--- src/rtl/alu_result_writeback_if.sv ---
// alu_result_writeback_if: capture and bus handshake signals for the ALU result writeback block
//   C, op, cap_valid, cap_ready   : result capture from the ALU (valid/ready)
//   bus_out, bus_valid, bus_ready : word beats toward the datapath bus (valid/ready)
//   bus_hi                        : 0 = ZLow beat, 1 = ZHigh beat
interface alu_result_writeback_if #(parameter int WIDTH = 32);
   logic [2*WIDTH-1:0] C;
   logic [3:0]         op;
   logic               cap_valid;
   logic               cap_ready;
   logic [WIDTH-1:0]   bus_out;
   logic               bus_valid;
   logic               bus_ready;
   logic               bus_hi;
   modport master (output C, op, cap_valid, bus_ready, input cap_ready, bus_out, bus_valid, bus_hi);
   modport slave  (input C, op, cap_valid, bus_ready, output cap_ready, bus_out, bus_valid, bus_hi);
endinterface

--- src/rtl/alu_result_writeback.sv ---
// alu_result_writeback: captures the 64-bit ALU result, holds Z/HI/LO and returns it to the bus in one or two beats
//   clock, clear_n   : rising-edge clock, asynchronous active-low reset
//   io (slave)       : capture handshake (C, op) and bus beat handshake
//   hi_reg, lo_reg   : HI/LO words of the last MUL/DIV result
//   flag_z, flag_n   : zero/negative of the last captured result
//   busy             : a result is still being returned
module alu_result_writeback #(
   parameter int         WIDTH  = 32,
   parameter logic [3:0] MUL_OP = 4'b0110,
   parameter logic [3:0] DIV_OP = 4'b0111
) (
   input  logic                       clock,
   input  logic                       clear_n,
   alu_result_writeback_if.slave      io,
   output logic [WIDTH-1:0]           hi_reg,
   output logic [WIDTH-1:0]           lo_reg,
   output logic                       flag_z,
   output logic                       flag_n,
   output logic                       busy
);
   typedef enum logic [1:0] {IDLE, SEND_LO, SEND_HI} state_t;
   state_t             state, next_state;
   logic [2*WIDTH-1:0] z;
   logic               wide;
   logic               capture;
   logic               op_wide;
   assign capture = io.cap_valid && (state == IDLE);
   assign op_wide = (io.op == MUL_OP) || (io.op == DIV_OP);
   always_comb begin
      next_state = state;
      case (state)
         IDLE:    next_state = io.cap_valid ? SEND_LO : IDLE;
         SEND_LO: next_state = io.bus_ready ? (wide ? SEND_HI : IDLE) : SEND_LO;
         SEND_HI: next_state = io.bus_ready ? IDLE : SEND_HI;
         default: next_state = IDLE;
      endcase
   end
   always_ff @(posedge clock or negedge clear_n) begin
      if (!clear_n) begin
         state  <= IDLE;
         z      <= '0;
         wide   <= 1'b0;
         hi_reg <= '0;
         lo_reg <= '0;
         flag_z <= 1'b0;
         flag_n <= 1'b0;
      end else begin
         state <= next_state;
         if (capture) begin
            z    <= io.C;
            wide <= op_wide;
            if (op_wide) begin
               hi_reg <= io.C[2*WIDTH-1:WIDTH];
               lo_reg <= io.C[WIDTH-1:0];
            end
            // narrow ops judge only the low word; the upper half of C is don't-care
            flag_z <= op_wide ? (io.C == '0) : (io.C[WIDTH-1:0] == '0);
            flag_n <= op_wide ? io.C[2*WIDTH-1] : io.C[WIDTH-1];
         end
      end
   end
   // bus side is decoded from state and Z only, so C/op never reach bus_out combinationally
   assign io.cap_ready = (state == IDLE);
   assign io.bus_valid = (state != IDLE);
   assign io.bus_hi    = (state == SEND_HI);
   assign io.bus_out   = (state == SEND_LO) ? z[WIDTH-1:0] :
                         (state == SEND_HI) ? z[2*WIDTH-1:WIDTH] : '0;
   assign busy         = (state != IDLE);
endmodule

--- src/flat_wrapper.sv ---
// flat-port wrapper written by rule: the top's interface ports become plain ports
module alu_result_writeback_flat 
#(
   parameter int         WIDTH  = 32,
   parameter logic [3:0] MUL_OP = 4'b0110,
   parameter logic [3:0] DIV_OP = 4'b0111
)
  (clock, clear_n, hi_reg, lo_reg, flag_z, flag_n, busy, io_C, io_op, io_cap_valid, io_bus_ready, io_cap_ready, io_bus_out, io_bus_valid, io_bus_hi);
  alu_result_writeback_if #(.WIDTH(WIDTH)) io_i ();
  input  logic clock;
  input  logic clear_n;
  output logic [WIDTH-1:0] hi_reg;
  output logic [WIDTH-1:0] lo_reg;
  output logic flag_z;
  output logic flag_n;
  output logic busy;
  input wire logic [$bits(io_i.C)-1:0] io_C;
  input wire logic [$bits(io_i.op)-1:0] io_op;
  input wire logic [$bits(io_i.cap_valid)-1:0] io_cap_valid;
  input wire logic [$bits(io_i.bus_ready)-1:0] io_bus_ready;
  output wire logic [$bits(io_i.cap_ready)-1:0] io_cap_ready;
  output wire logic [$bits(io_i.bus_out)-1:0] io_bus_out;
  output wire logic [$bits(io_i.bus_valid)-1:0] io_bus_valid;
  output wire logic [$bits(io_i.bus_hi)-1:0] io_bus_hi;
  assign io_i.C = io_C;
  assign io_i.op = io_op;
  assign io_i.cap_valid = io_cap_valid;
  assign io_i.bus_ready = io_bus_ready;
  assign io_cap_ready = io_i.cap_ready;
  assign io_bus_out = io_i.bus_out;
  assign io_bus_valid = io_i.bus_valid;
  assign io_bus_hi = io_i.bus_hi;
  alu_result_writeback #(.WIDTH(WIDTH), .MUL_OP(MUL_OP), .DIV_OP(DIV_OP)) u_core (.clock(clock), .clear_n(clear_n), .io(io_i), .hi_reg(hi_reg), .lo_reg(lo_reg), .flag_z(flag_z), .flag_n(flag_n), .busy(busy));
endmodule
--- config.mk ---
export PLATFORM = sky130hd
export DESIGN_NAME = alu_result_writeback_flat
export DESIGN_NICKNAME = d
export VERILOG_FILES = /design/src/rtl/alu_result_writeback_if.sv /design/src/rtl/alu_result_writeback.sv /design/src/flat_wrapper.sv
export SDC_FILE = /design/constraint.sdc
export NUM_CORES = 1
export LEC_CHECK = 0
export BUFFER_PORTS_ARGS = -buffer_cell sky130_fd_sc_hd__buf_4
export CAP_MARGIN = 25
export CORE_MARGIN = 4
export CORE_UTILIZATION = 46
export CTS_CLUSTER_DIAMETER = 200
export DETAILED_ROUTE_END_ITERATION = 8
export HOLD_SLACK_MARGIN = 0.15
export PLACE_DENSITY = 0.76
export SLEW_MARGIN = 20
export SYNTH_ARGS = -nofsm -noshare
export SYNTH_HDL_FRONTEND = slang
export SYNTH_SLANG_ARGS = --single-unit
--- constraint.sdc ---
create_clock -name clock -period 1.5 [get_ports clock]
set_input_delay 0.075 -clock clock [delete_from_list [all_inputs] [get_ports clock]]
set_output_delay 0.075 -clock clock [all_outputs]
set_load 0.02 [all_outputs]
==> results.sh <==
export IMPL_status="complete, but fails checks"
export IMPL_failed_checks="negative setup slack"
export IMPL_synth_seq_cells=133
export IMPL_wl_per_cell_um=24.6
export IMPL_critPathTopFamily="buffers and inverters"
export IMPL_drtAntennaViolNets=0
export IMPL_reg2reg_depth=8
export IMPL_die_h_um=117
export IMPL_power_density_mw_per_mm2=1550
export IMPL_insertion_delay_ps=430
export IMPL_finalMaxSlewViolations=0
export IMPL_dpl_hpwl_um=11300
export IMPL_crit_path_start_kind="flop"
export IMPL_synth_enable_flop_cells=0
export IMPL_finalPower_w=0.0147
export IMPL_port_buffers=172
export IMPL_peakVddDrop_v=0.000905
export IMPL_clkSinkCount=133
export IMPL_worstPathRequired_ps=1420
export IMPL_cp_num_cells=5
export IMPL_r2r_setup_slack_ps=-330
export IMPL_grt_pass1_vias=5427
export IMPL_yosys_warnings=0
export IMPL_io_pins=174
export IMPL_place_gp_congestion=0.849
export IMPL_vias=5585
export IMPL_ys_seq_area_frac=0.606
export IMPL_finalSetupViolCount=166
export IMPL_fin_tns_setup_ps=-33640
export IMPL_die_w_um=117
export IMPL_rsz0062_at_grt="true"
export IMPL_synth_ff_type="dfrtp_1"
export IMPL_drt_iter0_drc=567
export IMPL_post_route_drc_count=0
export IMPL_cts_inserted_buffers=17
export IMPL_gr_usage_all_layers=0.286
export IMPL_antenna_found_initial=1
export IMPL_power_switching_w=0.00493
export IMPL_synth_area_mm2=0.00550
export IMPL_drive_above_1_share=0.441
export IMPL_internal_power_w=0.00975
export IMPL_crit_path_top_delay_cell="dfrtp_1"
export IMPL_dp_worst_setup_slack_ps=-193
export IMPL_drv_cap=0
export IMPL_seq_area_mm2=0.00333
export IMPL_rows=39
export IMPL_fmaxAchievable_mhz=529
export IMPL_grt_pass1_wl_um=30800
export IMPL_yosysUniqueCellTypes=24
export IMPL_hold_viol=0
export IMPL_layout_area_overhead_vs_synth_pct=71.9
export IMPL_largest_reg_flops=64
export IMPL_r2r_end="u_core.lo_reg[11]"
export IMPL_fin_crit_sh=1.26
export IMPL_start_util=0.475
export IMPL_cts_path_max_buffers=2
export IMPL_path_cells="buf_4 -> nor2b_4 -> clkbuf_16 -> a22o_1 -> buf_6"
export IMPL_min_period_ps=1890
export IMPL_worst_path_max_fanout=8
export IMPL_root_buffer="clkbuf_16"
export IMPL_comb_power_share=0.349
export IMPL_num_nets_final=851
export IMPL_worstPathArrival_ps=1810
export IMPL_die_area_mm2=0.0138
export IMPL_worstSetupPathType="flop to output pin"
export IMPL_swShare=0.336
export IMPL_max_stage_delay_ps=400
export IMPL_crit_buf_inv=3
export IMPL_cts_htree_levels=4
export IMPL_synth_avg_cell_area_um2=11.1
export IMPL_tightest_slew_ps=482
export IMPL_totalWireLength_um=23000
export IMPL_core_area_mm2=0.0116
export IMPL_path_clk_slew_ps=60
export IMPL_layout_setup_ws_ps=-390
export IMPL_hold_class="input port to asynchronous set/reset pin"
export IMPL_maxSlewHeadroom=0.676
export IMPL_end_kind="output pin"
export IMPL_p_seq_frac=0.362
export IMPL_tritoncts="built"
export IMPL_worstReg2RegStart="u_core.state[0]"
export IMPL_multiInputGateArea_mm2=0.00233
export IMPL_first_pass_iters=5
export IMPL_synthArstFlopShare=1.00
export IMPL_overflow=0
export IMPL_clock_skew_ps=8.57
export IMPL_grt_max_degree=50
export IMPL_p_clk_frac=0.289
export IMPL_syn_inst=494
export IMPL_syn_nets=566
export IMPL_p_leak_nw=4.78
export IMPL_viasPerCell=5.97
export IMPL_n_fill_cell=537
-- cell usage after synthesis (2+ instances only) --
cell      number  area [um^2]
buf_1          5         18.8
nor2_1         2         7.51
nor4_1        17          106
nor2b_1        2         12.5
mux2_1        49          552
mux2i_1        2         20.0
o21ai_0        2         10.0
buf_2          2         10.0
a22o_1        33          289
nand2_1      198          743
mux2_2        15          169
buf_8          5         75.1
clkbuf_1      15         56.3
inv_1          2         7.51
dfrtp_1      133         3330
nand4_1        3         18.8
buf_4          2         15.0
-- cells in the final DEF (no fill, tap or decap), types with 2 or more instances in the layout --
cell           instances
buf_12                14
nand2_2               14
nor2_1                 2
mux2_4                63
buf_8                  4
clkbuf_16             25
nor4_1                16
nor2b_4                2
bufinv_16              3
buf_16                 5
mux2i_1                2
buf_4                150
dfrtp_1              133
clkinvlp_4             4
a22o_4                 2
buf_6                 47
nand2_4                4
nand2_1              181
dlygate4sd3_1         68
a22o_1                31
clkinv_2               5
nand4_1                3
clkinv_4               2
-- cells by family after synthesis --
group | Yosys count | synth area share
mux | 66 | 0.135
simple gates | 227 | 0.169
flops | 133 | 0.606
compound gates | 36 | 0.0558
buf+inv | 32 | 0.0353
-- worst register-to-register path, delay by kind of cell, from the launching register on --
| family | cells | cell delay [ps] |
|---|---|---|
| multiplexers | 1 | 310 |
| AND/OR/NAND/NOR | 3 | 420 |
| flip-flops | 1 | 410 |
| buffers and inverters | 4 | 570 |
-- per-layer routing --
| metal | vias to the layer above | share of wire | routed length, um | global-route usage |
|---|---|---|---|---|
| met4 | 0 | 0.065 | 1480 | 0.142 |
| met1 | 2796 | 0.37 | 8400 | 0.353 |
| met5 | - | 0 | 0 | 0 |
| met3 | 124 | 0.094 | 2170 | 0.0693 |
| met2 | 434 | 0.48 | 10900 | 0.471 |
| li1 | 2231 | - | - | - |
-- metrics by stage --
| stage | cells | util | cell area [um^2] | hold slack, ps |
|---|---|---|---|---|
| 5_1_grt | 935 | 0.817 | 9450 | 190 |
| 3_3_place_gp | 799 | 0.612 | 7080 | 20.6 |
| 4_1_cts | 918 | 0.781 | 9040 | 157 |
| 2_1_floorplan | 494 | - | 5550 | -221 |
| 6_report | 935 | 0.817 | 9450 | 151 |
| 3_5_place_dp | 799 | 0.612 | 7080 | 29.8 |
-- timing repair --
action | 4_1_cts | 5_1_grt
gates cloned | 9 | 10
resized for setup | 97 | 64
endpoints found under the hold margin | 265 | 0
endpoints found under the setup margin | 126 | 153
hold buffers | 68 | 0
buffers inserted | 12 | 10
pin swaps | 16 | 7
-- layout make-up --
| type | instances | area share |
|---|---|---|
| diodes | 1 | 0.000265 |
| clock buffers | 17 | 0.0450 |
| clock inverters | 14 | 0.0172 |
| inverters | 2 | 0.000794 |
| multi-input cells | 329 | 0.247 |
| flip-flops and latches | 133 | 0.352 |
| well taps | 143 | 0.0189 |
| repair buffers | 296 | 0.319 |
-- worst max path at each step --
stage,startpoint,to
6_report,u_core.state[0],io_bus_out[22]
5_1_grt,u_core.state[0],io_bus_out[15]
4_1_cts,u_core.state[1],io_bus_out[0]
3_5_place_dp,u_core.state[1],u_core.hi_reg[29]
3_3_place_gp,u_core.state[1],u_core.hi_reg[31]
2_1_floorplan,u_core.state[1],u_core.hi_reg[13]
-- power groups by stage --
stage	Combinational [W]	Sequential [W]	Clock (W)
floorplan	0.00135	0.00571	0
global placement	0.00372	0.00514	0
detailed placement	0.00383	0.00517	0
CTS	0.00458	0.00516	0.00419
global route	0.00534	0.00537	0.00444
finish	0.00513	0.00531	0.00424
No activity file was read; power rests on OpenSTA's default activity.
